<file path="config.mk">
export PLATFORM = sky130hd
export DESIGN_NAME = text_console_writer_flat
export DESIGN_NICKNAME = d
export VERILOG_FILES = /design/src/rtl/console_pkg.sv /design/src/rtl/text_console_writer_if.sv /design/src/rtl/console_cursor.sv /design/src/rtl/text_console_writer.sv /design/src/flat_wrapper.sv
export SDC_FILE = /design/constraint.sdc
export NUM_CORES = 1
export LEC_CHECK = 0
export ABC_AREA = 1
export CORE_AREA = 8 8 93 116
export CTS_CLUSTER_DIAMETER = 120
export DETAILED_ROUTE_END_ITERATION = 10
export DIE_AREA = 0 0 101 124
export GPL_TIMING_DRIVEN = 0
export PLACE_DENSITY = 0.77
export SETUP_SLACK_MARGIN = 0.1
export SYNTH_ARGS = -nofsm -noshare
export SYNTH_HDL_FRONTEND = slang
export SYNTH_HIERARCHICAL = 1
export SYNTH_SLANG_ARGS = --single-unit
</file>
<file path="constraint.sdc">
create_clock -name clk -period 6.1 [get_ports clk]
set_input_delay 1.22 -clock clk [delete_from_list [all_inputs] [get_ports clk]]
set_output_delay 1.22 -clock clk [all_outputs]
set_load 0.01 [all_outputs]
</file>
<file path="src/rtl/console_pkg.sv">
// Shared constants, state encoding and the ASCII-to-glyph mapping for the text console writer.
package console_pkg;

    localparam logic [3:0] GLYPH_BLANK = 4'd15;
    localparam logic [3:0] GLYPH_UNK   = 4'd14;

    localparam logic [7:0] ASCII_BS    = 8'h08;
    localparam logic [7:0] ASCII_LF    = 8'h0A;
    localparam logic [7:0] ASCII_FF    = 8'h0C;
    localparam logic [7:0] ASCII_CR    = 8'h0D;
    localparam logic [7:0] ASCII_SPACE = 8'h20;
    localparam logic [7:0] ASCII_TILDE = 8'h7E;

    typedef enum logic [1:0] {
        IDLE     = 2'd0,
        WRITE    = 2'd1,
        CLR_LINE = 2'd2,
        CLR_ALL  = 2'd3
    } console_state_t;

    function automatic logic is_printable(input logic [7:0] b);
        return (b >= ASCII_SPACE) && (b <= ASCII_TILDE);
    endfunction

    // Digits map straight to their value; the font only has a handful of symbols.
    function automatic logic [3:0] ascii_to_glyph(input logic [7:0] b);
        logic [3:0] g;
        if ((b >= 8'h30) && (b <= 8'h39)) begin
            g = b[3:0];
        end else begin
            case (b)
                8'h2B:       g = 4'd10;
                8'h2D:       g = 4'd11;
                8'h3A:       g = 4'd12;
                8'h3D:       g = 4'd13;
                ASCII_SPACE: g = GLYPH_BLANK;
                default:     g = GLYPH_UNK;
            endcase
        end
        return g;
    endfunction

endpackage

</file>
<file path="src/rtl/text_console_writer_if.sv">
// Byte-stream handshake from the CPU display data register into the console writer.
// A byte moves on a rising clk edge where char_valid and char_ready are both high;
// the producer holds char_data/char_valid stable until that edge, and char_ready
// never depends on char_valid.
interface text_console_writer_if;
    logic [7:0] char_data;
    logic       char_valid;
    logic       char_ready;

    modport master (output char_data, output char_valid, input char_ready);
    modport slave  (input char_data, input char_valid, output char_ready);
endinterface

</file>
<file path="src/rtl/console_cursor.sv">
// Cursor row/column counters plus a running row_base (row*COLS) kept by addition only.
module console_cursor
    import console_pkg::*;
#(
    parameter int COLS = 80,
    parameter int ROWS = 30
) (
    input  logic        clk,
    input  logic        rst,
    input  logic        advance,
    input  logic        newline,
    input  logic        carriage,
    input  logic        backspace,
    input  logic        home,
    output logic [4:0]  row,
    output logic [6:0]  col,
    output logic [11:0] row_base,
    output logic        col_last,
    output logic        col_zero,
    output logic        row_last
);

    assign col_last = (col == 7'(COLS - 1));
    assign col_zero = (col == 7'd0);
    assign row_last = (row == 5'(ROWS - 1));

    always_ff @(posedge clk or posedge rst) begin
        if (rst) begin
            row      <= 5'd0;
            col      <= 7'd0;
            row_base <= 12'd0;
        end else if (home) begin
            row      <= 5'd0;
            col      <= 7'd0;
            row_base <= 12'd0;
        end else if (newline || (advance && col_last)) begin
            col <= 7'd0;
            // Scrolling is not supported: the bottom row wraps to the top.
            if (row_last) begin
                row      <= 5'd0;
                row_base <= 12'd0;
            end else begin
                row      <= row + 5'd1;
                row_base <= row_base + 12'(COLS);
            end
        end else if (advance) begin
            col <= col + 7'd1;
        end else if (carriage) begin
            col <= 7'd0;
        end else if (backspace && !col_zero) begin
            col <= col - 7'd1;
        end
    end

endmodule

</file>
<file path="src/rtl/text_console_writer.sv">
// Converts a CPU ASCII byte stream into glyph writes for the text buffer, tracking the
// cursor and blanking lines / the whole screen one cell per cycle.
module text_console_writer
    import console_pkg::*;
#(
    parameter int COLS           = 80,
    parameter int ROWS           = 30,
    parameter int CLEAR_ON_RESET = 1
) (
    input  logic                  clk,
    input  logic                  rst,
    text_console_writer_if.slave  cpu,
    output logic [3:0]            new_char,
    output logic [11:0]           waddr,
    output logic                  text_en,
    output logic [4:0]            cursor_row,
    output logic [6:0]            cursor_col,
    output logic                  busy,
    output console_state_t        state_dbg
);

    localparam logic [11:0] LAST_CELL = 12'(COLS * ROWS - 1);
    localparam logic [6:0]  LAST_COL  = 7'(COLS - 1);

    console_state_t state, nxt_state;

    logic        started;
    logic        wrap_pending, nxt_wrap_pending;
    logic [6:0]  clr_cnt;
    logic        nxt_text_en;
    logic [11:0] nxt_waddr;
    logic [3:0]  nxt_new_char;

    logic        cur_advance, cur_newline, cur_carriage, cur_backspace, cur_home;
    logic [4:0]  row;
    logic [6:0]  col;
    logic [11:0] row_base;
    logic        col_last, col_zero, row_last;

    logic        accept;
    logic        is_print, is_lf, is_cr, is_bs, is_ff;
    logic [11:0] cur_addr, next_base;
    logic        clr_line_done, clr_all_done;

    console_cursor #(.COLS(COLS), .ROWS(ROWS)) u_cursor (
        .clk       (clk),
        .rst       (rst),
        .advance   (cur_advance),
        .newline   (cur_newline),
        .carriage  (cur_carriage),
        .backspace (cur_backspace),
        .home      (cur_home),
        .row       (row),
        .col       (col),
        .row_base  (row_base),
        .col_last  (col_last),
        .col_zero  (col_zero),
        .row_last  (row_last)
    );

    // started keeps char_ready low during reset and for the first cycle after it.
    assign cpu.char_ready = started && (state == IDLE);
    assign accept         = cpu.char_valid && cpu.char_ready;
    assign busy           = (state == CLR_LINE) || (state == CLR_ALL);
    assign cursor_row     = row;
    assign cursor_col     = col;
    assign state_dbg      = state;

    assign is_print = is_printable(cpu.char_data);
    assign is_lf    = (cpu.char_data == ASCII_LF);
    assign is_cr    = (cpu.char_data == ASCII_CR);
    assign is_bs    = (cpu.char_data == ASCII_BS);
    assign is_ff    = (cpu.char_data == ASCII_FF);

    assign cur_addr      = row_base + {5'd0, col};
    assign next_base     = row_last ? 12'd0 : (row_base + 12'(COLS));
    assign clr_line_done = (clr_cnt == LAST_COL);
    assign clr_all_done  = (waddr == LAST_CELL);

    always_ff @(posedge clk or posedge rst) begin
        if (rst) begin
            state <= IDLE;
        end else begin
            state <= nxt_state;
        end
    end

    always_comb begin
        nxt_state = state;
        case (state)
            IDLE: begin
                if (!started) begin
                    nxt_state = (CLEAR_ON_RESET != 0) ? CLR_ALL : IDLE;
                end else if (accept) begin
                    if (is_print || (is_bs && !col_zero)) begin
                        nxt_state = WRITE;
                    end else if (is_lf) begin
                        nxt_state = CLR_LINE;
                    end else if (is_ff) begin
                        nxt_state = CLR_ALL;
                    end
                end
            end
            WRITE:    nxt_state = wrap_pending ? CLR_LINE : IDLE;
            CLR_LINE: if (clr_line_done) nxt_state = IDLE;
            CLR_ALL:  if (clr_all_done) nxt_state = IDLE;
            default:  nxt_state = IDLE;
        endcase
    end

    // Output registers are loaded with the strobe for the state being entered, so each
    // strobe lines up with the cycle its state is visible on state_dbg/busy.
    always_comb begin
        nxt_text_en      = 1'b0;
        nxt_waddr        = waddr;
        nxt_new_char     = new_char;
        nxt_wrap_pending = 1'b0;
        cur_advance      = 1'b0;
        cur_newline      = 1'b0;
        cur_carriage     = 1'b0;
        cur_backspace    = 1'b0;
        cur_home         = 1'b0;
        case (state)
            IDLE: begin
                if (!started) begin
                    if (CLEAR_ON_RESET != 0) begin
                        nxt_text_en  = 1'b1;
                        nxt_waddr    = 12'd0;
                        nxt_new_char = GLYPH_BLANK;
                    end
                end else if (accept) begin
                    if (is_print) begin
                        nxt_text_en      = 1'b1;
                        nxt_waddr        = cur_addr;
                        nxt_new_char     = ascii_to_glyph(cpu.char_data);
                        nxt_wrap_pending = col_last;
                        cur_advance      = 1'b1;
                    end else if (is_bs && !col_zero) begin
                        nxt_text_en   = 1'b1;
                        nxt_waddr     = cur_addr - 12'd1;
                        nxt_new_char  = GLYPH_BLANK;
                        cur_backspace = 1'b1;
                    end else if (is_lf) begin
                        nxt_text_en  = 1'b1;
                        nxt_waddr    = next_base;
                        nxt_new_char = GLYPH_BLANK;
                        cur_newline  = 1'b1;
                    end else if (is_cr) begin
                        cur_carriage = 1'b1;
                    end else if (is_ff) begin
                        nxt_text_en  = 1'b1;
                        nxt_waddr    = 12'd0;
                        nxt_new_char = GLYPH_BLANK;
                    end
                end
            end
            WRITE: begin
                // Cursor already moved to the new row during the write cycle.
                if (wrap_pending) begin
                    nxt_text_en  = 1'b1;
                    nxt_waddr    = row_base;
                    nxt_new_char = GLYPH_BLANK;
                end
            end
            CLR_LINE: begin
                if (!clr_line_done) begin
                    nxt_text_en = 1'b1;
                    nxt_waddr   = waddr + 12'd1;
                end
            end
            CLR_ALL: begin
                if (!clr_all_done) begin
                    nxt_text_en = 1'b1;
                    nxt_waddr   = waddr + 12'd1;
                end else begin
                    cur_home = 1'b1;
                end
            end
            default: ;
        endcase
    end

    always_ff @(posedge clk or posedge rst) begin
        if (rst) begin
            text_en      <= 1'b0;
            waddr        <= 12'd0;
            new_char     <= GLYPH_BLANK;
            started      <= 1'b0;
            wrap_pending <= 1'b0;
            clr_cnt      <= 7'd0;
        end else begin
            text_en      <= nxt_text_en;
            waddr        <= nxt_waddr;
            new_char     <= nxt_new_char;
            started      <= 1'b1;
            wrap_pending <= nxt_wrap_pending;
            clr_cnt      <= (state == CLR_LINE) ? (clr_cnt + 7'd1) : 7'd0;
        end
    end

endmodule

</file>
<file path="src/flat_wrapper.sv">
// flat-port wrapper written by rule: the top's interface ports become plain ports
module text_console_writer_flat import console_pkg::*;
#(
    parameter int COLS           = 80,
    parameter int ROWS           = 30,
    parameter int CLEAR_ON_RESET = 1
)
  (clk, rst, new_char, waddr, text_en, cursor_row, cursor_col, busy, state_dbg, cpu_char_data, cpu_char_valid, cpu_char_ready);
  text_console_writer_if cpu_i ();
  input  logic clk;
  input  logic rst;
  output logic [3:0] new_char;
  output logic [11:0] waddr;
  output logic text_en;
  output logic [4:0] cursor_row;
  output logic [6:0] cursor_col;
  output logic busy;
  output console_state_t state_dbg;
  input wire logic [$bits(cpu_i.char_data)-1:0] cpu_char_data;
  input wire logic [$bits(cpu_i.char_valid)-1:0] cpu_char_valid;
  output wire logic [$bits(cpu_i.char_ready)-1:0] cpu_char_ready;
  assign cpu_i.char_data = cpu_char_data;
  assign cpu_i.char_valid = cpu_char_valid;
  assign cpu_char_ready = cpu_i.char_ready;
  text_console_writer #(.COLS(COLS), .ROWS(ROWS), .CLEAR_ON_RESET(CLEAR_ON_RESET)) u_core (.clk(clk), .rst(rst), .cpu(cpu_i), .new_char(new_char), .waddr(waddr), .text_en(text_en), .cursor_row(cursor_row), .cursor_col(cursor_col), .busy(busy), .state_dbg(state_dbg));
endmodule
</file>
==> impl_metrics.csv <==
group,metric,value,unit
run_status,outcome,"complete, no violations",
critical_path,worstSetupPathType,"in -> reg",
routing,vias_per_cell,5.317,
clock_tree,cts_tree,"built",
clock_tree,cts_resized,0,
die,num_io_pins,44,
sta,fin_crit_sh,0.5693,
critical_path,crit_slowest_cell,"nor2_1",
job,maxCapViolations,0,
routing,wl_met1,4730,µm
cells_and_area,fin_nets,746,
routing,route.detailed.drc,0,
clock_tree,cts_inserted_buffers,5,
critical_path,cpPeakStageDelay,0.52,ns
critical_path,crit_buf_inv,2,
sta,rsz0062_at_grt,"false",
grt,track_usage,0.1862,
critical_path,cp-start-kind,"input port",
placed_design,io_buffers,43,
sta,tightest_slew,1.031,ns
power_and_ir_drop,p_per_area,393.3,nW/µm²
clock_tree,clkLatencyLatePin,0.29,ns
synthesis,synth-seq-cells,48,
synthesis,netlist.top_cell.by_area,"dfrtp_1",
clock_tree,cts.clk_slew.worst_paths,0.07,ns
die,die_area,12520,µm²
routing,drt_iter0_drc,253,
critical_path,path_cells,"clkdlybuf4s50_1, nand2_1, nor2_1, nand2_1, nand3_2, buf_2, nor2_1, nor2_1, nand2_1, a21oi_4, nor2_4, nand2_1, o21ai_0",
synthesis,synthCells,664,
routing,top_layer,"met4",
sta,final.min_clock_period,3.473,ns
synthesis,synth_area_leaders,"dfrtp_1 (25%), nand2_1 (14%), inv_1 (8.7%)",
grt,grt_pass1_wl,19130,µm
clock_tree,ctsHoldBuffers,0,
critical_path,worstPathMaxFanout,10,
synthesis,ys_warn_count,6,
die,rows,39,
routing,dr_wl_met3,570,µm
critical_path,crit_top_cell,"nand2_1",
clock_tree,clock-sinks,48,
sta,hold_viol,0,
cells_and_area,area_growth,17.43,%
placed_design,place_ws,2.380,ns
routing,dr.pass1.iters,8,
die,die_x,101,µm
routing,antenna_left,0,
sta,finalClockSkew,0.004999,ns
routing,finalWirelength,11160,µm
cells_and_area,final_layout_size_suffix_gt1_frac,0.1045,
placed_design,dpl_cell_area,4974,µm²
cells_and_area,antenna_cells,0,
sta,drv_slew,0,
sta,fmax,287.9,MHz
routing,wl_per_cell,13.27,µm
clock_tree,cts_buffer_depth,2,
synthesis,yosysTopAreaCellShare,0.2515,
grt,grt_remaining_overflow,0,
die,core_area,8979,µm²
die,die_h,124,µm
synthesis,avgSynthCellArea,6.593,µm²
placed_design,hpwl,8759,µm
critical_path,crit_path_end_kind,"flop",
placed_design,gp_congestion,0.9168,
clock_tree,post-cts-setup-buffer-count,0,
clock_tree,h-tree-depth,2,
grt,grt_pass1_vias,4337,
sta,tns,0,ns
critical_path,crit_required,6.31,ns
worst_hold_path,hold_path.class,"reg -> reg",
synthesis,syn_area,4378,µm²
critical_path,critPathTopFamily,"simple AND/OR/NAND/NOR gates",
critical_path,cp.arrival,3.68,ns
die,start_util,0.4876,
routing,vias,4472,
clock_tree,clockRootBuffer,"clkbuf_16",
grt,grt_max_degree,29,
grt,antenna_found_initial,0,
sta,slew-limit-headroom,0.3118,
sta,worst_slack,2.627,ns
synthesis,yosysSeqAreaShare,0.2755,
power_and_ir_drop,peakVddDrop,0.0001981,V
sta,finalSetupViolations,0,
synthesis,synth.distinct_cells,55,
cells_and_area,finalInstanceArea,5141,µm²
routing,met2_length,5587,µm
power_and_ir_drop,p_leak,2.446,nW
through the flow:
step	total power [W]	util	hold WS [ns]	cells
floorplan	0.001328	-	0.4309	667
global placement	0.001668	0.5539	0.4448	833
detailed placement	0.001697	0.5539	0.4576	833
CTS	0.002027	0.5726	0.4666	841
global route	0.002206	0.5726	0.4874	841
finish	0.002022	0.5726	0.4596	841
cells in the mapped netlist (all sizes together):
master,count
conb,2
o21ai,55
nand4,13
o221ai,1
xor2,10
o21bai,1
a21boi,2
a31oi,2
o32ai,2
fa,1
xnor2,3
o31ai,1
nand2,171
o22ai,5
clkinv,3
o21a,2
nor3b,1
nor2,69
dfrtp,44
o211ai,8
inv,116
clkbuf,1
a22oi,5
a21oi,32
dfstp,4
nor3,15
nor4,5
ha,17
buf,10
nand3,61
a211oi,1
a211o,1
power by group:
| group | leakage [nW] | switching [W] | internal (W) |
|---|---|---|---|
| clock | 0.0798 | 0.000122 | 0.000193 |
| combinational | 1.77 | 0.000673 | 0.000480 |
| sequential | 0.596 | 0.000134 | 0.000421 |
| total | 2.45 | 0.000929 | 0.00109 |
routing by layer:
layer  GRT usage  up-vias
met1      0.2003     2047
met3     0.02740       26
met2      0.3473      133
met4     0.09244        0
met5           0        -
li1            -     2266
final timing paths:
kind | from | end | slack, ns | cells after the start
hold reg to reg | u_core/clr_cnt[0] | u_core/clr_cnt[0] | 0.46 | 1
setup / recovery | cpu_char_data[2] | u_core/u_cursor/col[4] | 2.63 | 13
setup reg to reg | u_core/state_dbg[0] | u_core/u_cursor/col[4] | 3.52 | 11
max in group asynchronous | rst | u_core/waddr[10] | 3.96 | 2
min in group asynchronous | rst | u_core/u_cursor/col[2] | 1.41 | 2
hold / removal | u_core/clr_cnt[0] | u_core/clr_cnt[0] | 0.46 | 1
registers in the layout, summed over array words and instances, names as in the netlist, 2 cells and up:
register and count:
u_core/state_dbg 2, u_core/waddr 12, u_core/new_char 4, u_core/u_cursor/row 5
u_core/u_cursor/row_base 8, u_core/clr_cnt 7, u_core/u_cursor/col 7
cells by family (layout without fill, tap and decap cells):
| kind of cell | after synthesis | count (layout) | synth area share |
|---|---|---|---|
| and+or+nand+nor | 335 | 335 | 0.3512 |
| buffers and inverters | 130 | 181 | 0.1243 |
| AOI/OAI and AO/OA | 118 | 118 | 0.1663 |
| DFF | 48 | 48 | 0.2755 |
| adders and majority gates | 18 | 18 | 0.05316 |
| xor gates and xnor gates | 13 | 13 | 0.02773 |
| other | 2 | 5 | 0.001715 |
cell usage in the layout (no fill, tap or decap), types with 11 or more instances in the layout:
master and n:
nor2_1 54, nand3_1 58, nor2_2 11, dfrtp_1 44
nand2_1 166, inv_2 14, nor3_1 15, nand4_1 12
ha_1 17, inv_1 101, clkdlybuf4s50_1 43, a21oi_1 28
o21ai_0 44
area by class of cell:
type                    instances  area, µm²
multi-input cells             489       2639
clock inverters                 3      42.54
inverters                     119      452.9
fillers                       903       3837
plain buffers                  11      91.34
clock buffers                   5      125.1
repair buffers                 43      430.4
flip-flops and latches         48       1206
well taps                     123      153.9
worst register-to-register path: stages (launching register included):
cell and delay [ns]:
dfrtp_1 0.44, nor2_2 0.23, nand2_1 0.21, inv_2 0.14, nand2_1 0.14, nor2_1 0.56
nor2_1 0.21, nand2_1 0.16, a21oi_4 0.07, nor2_4 0.17, nand2_1 0.06, o21ai_0 0.09
(Power assumes the default switching activity.)
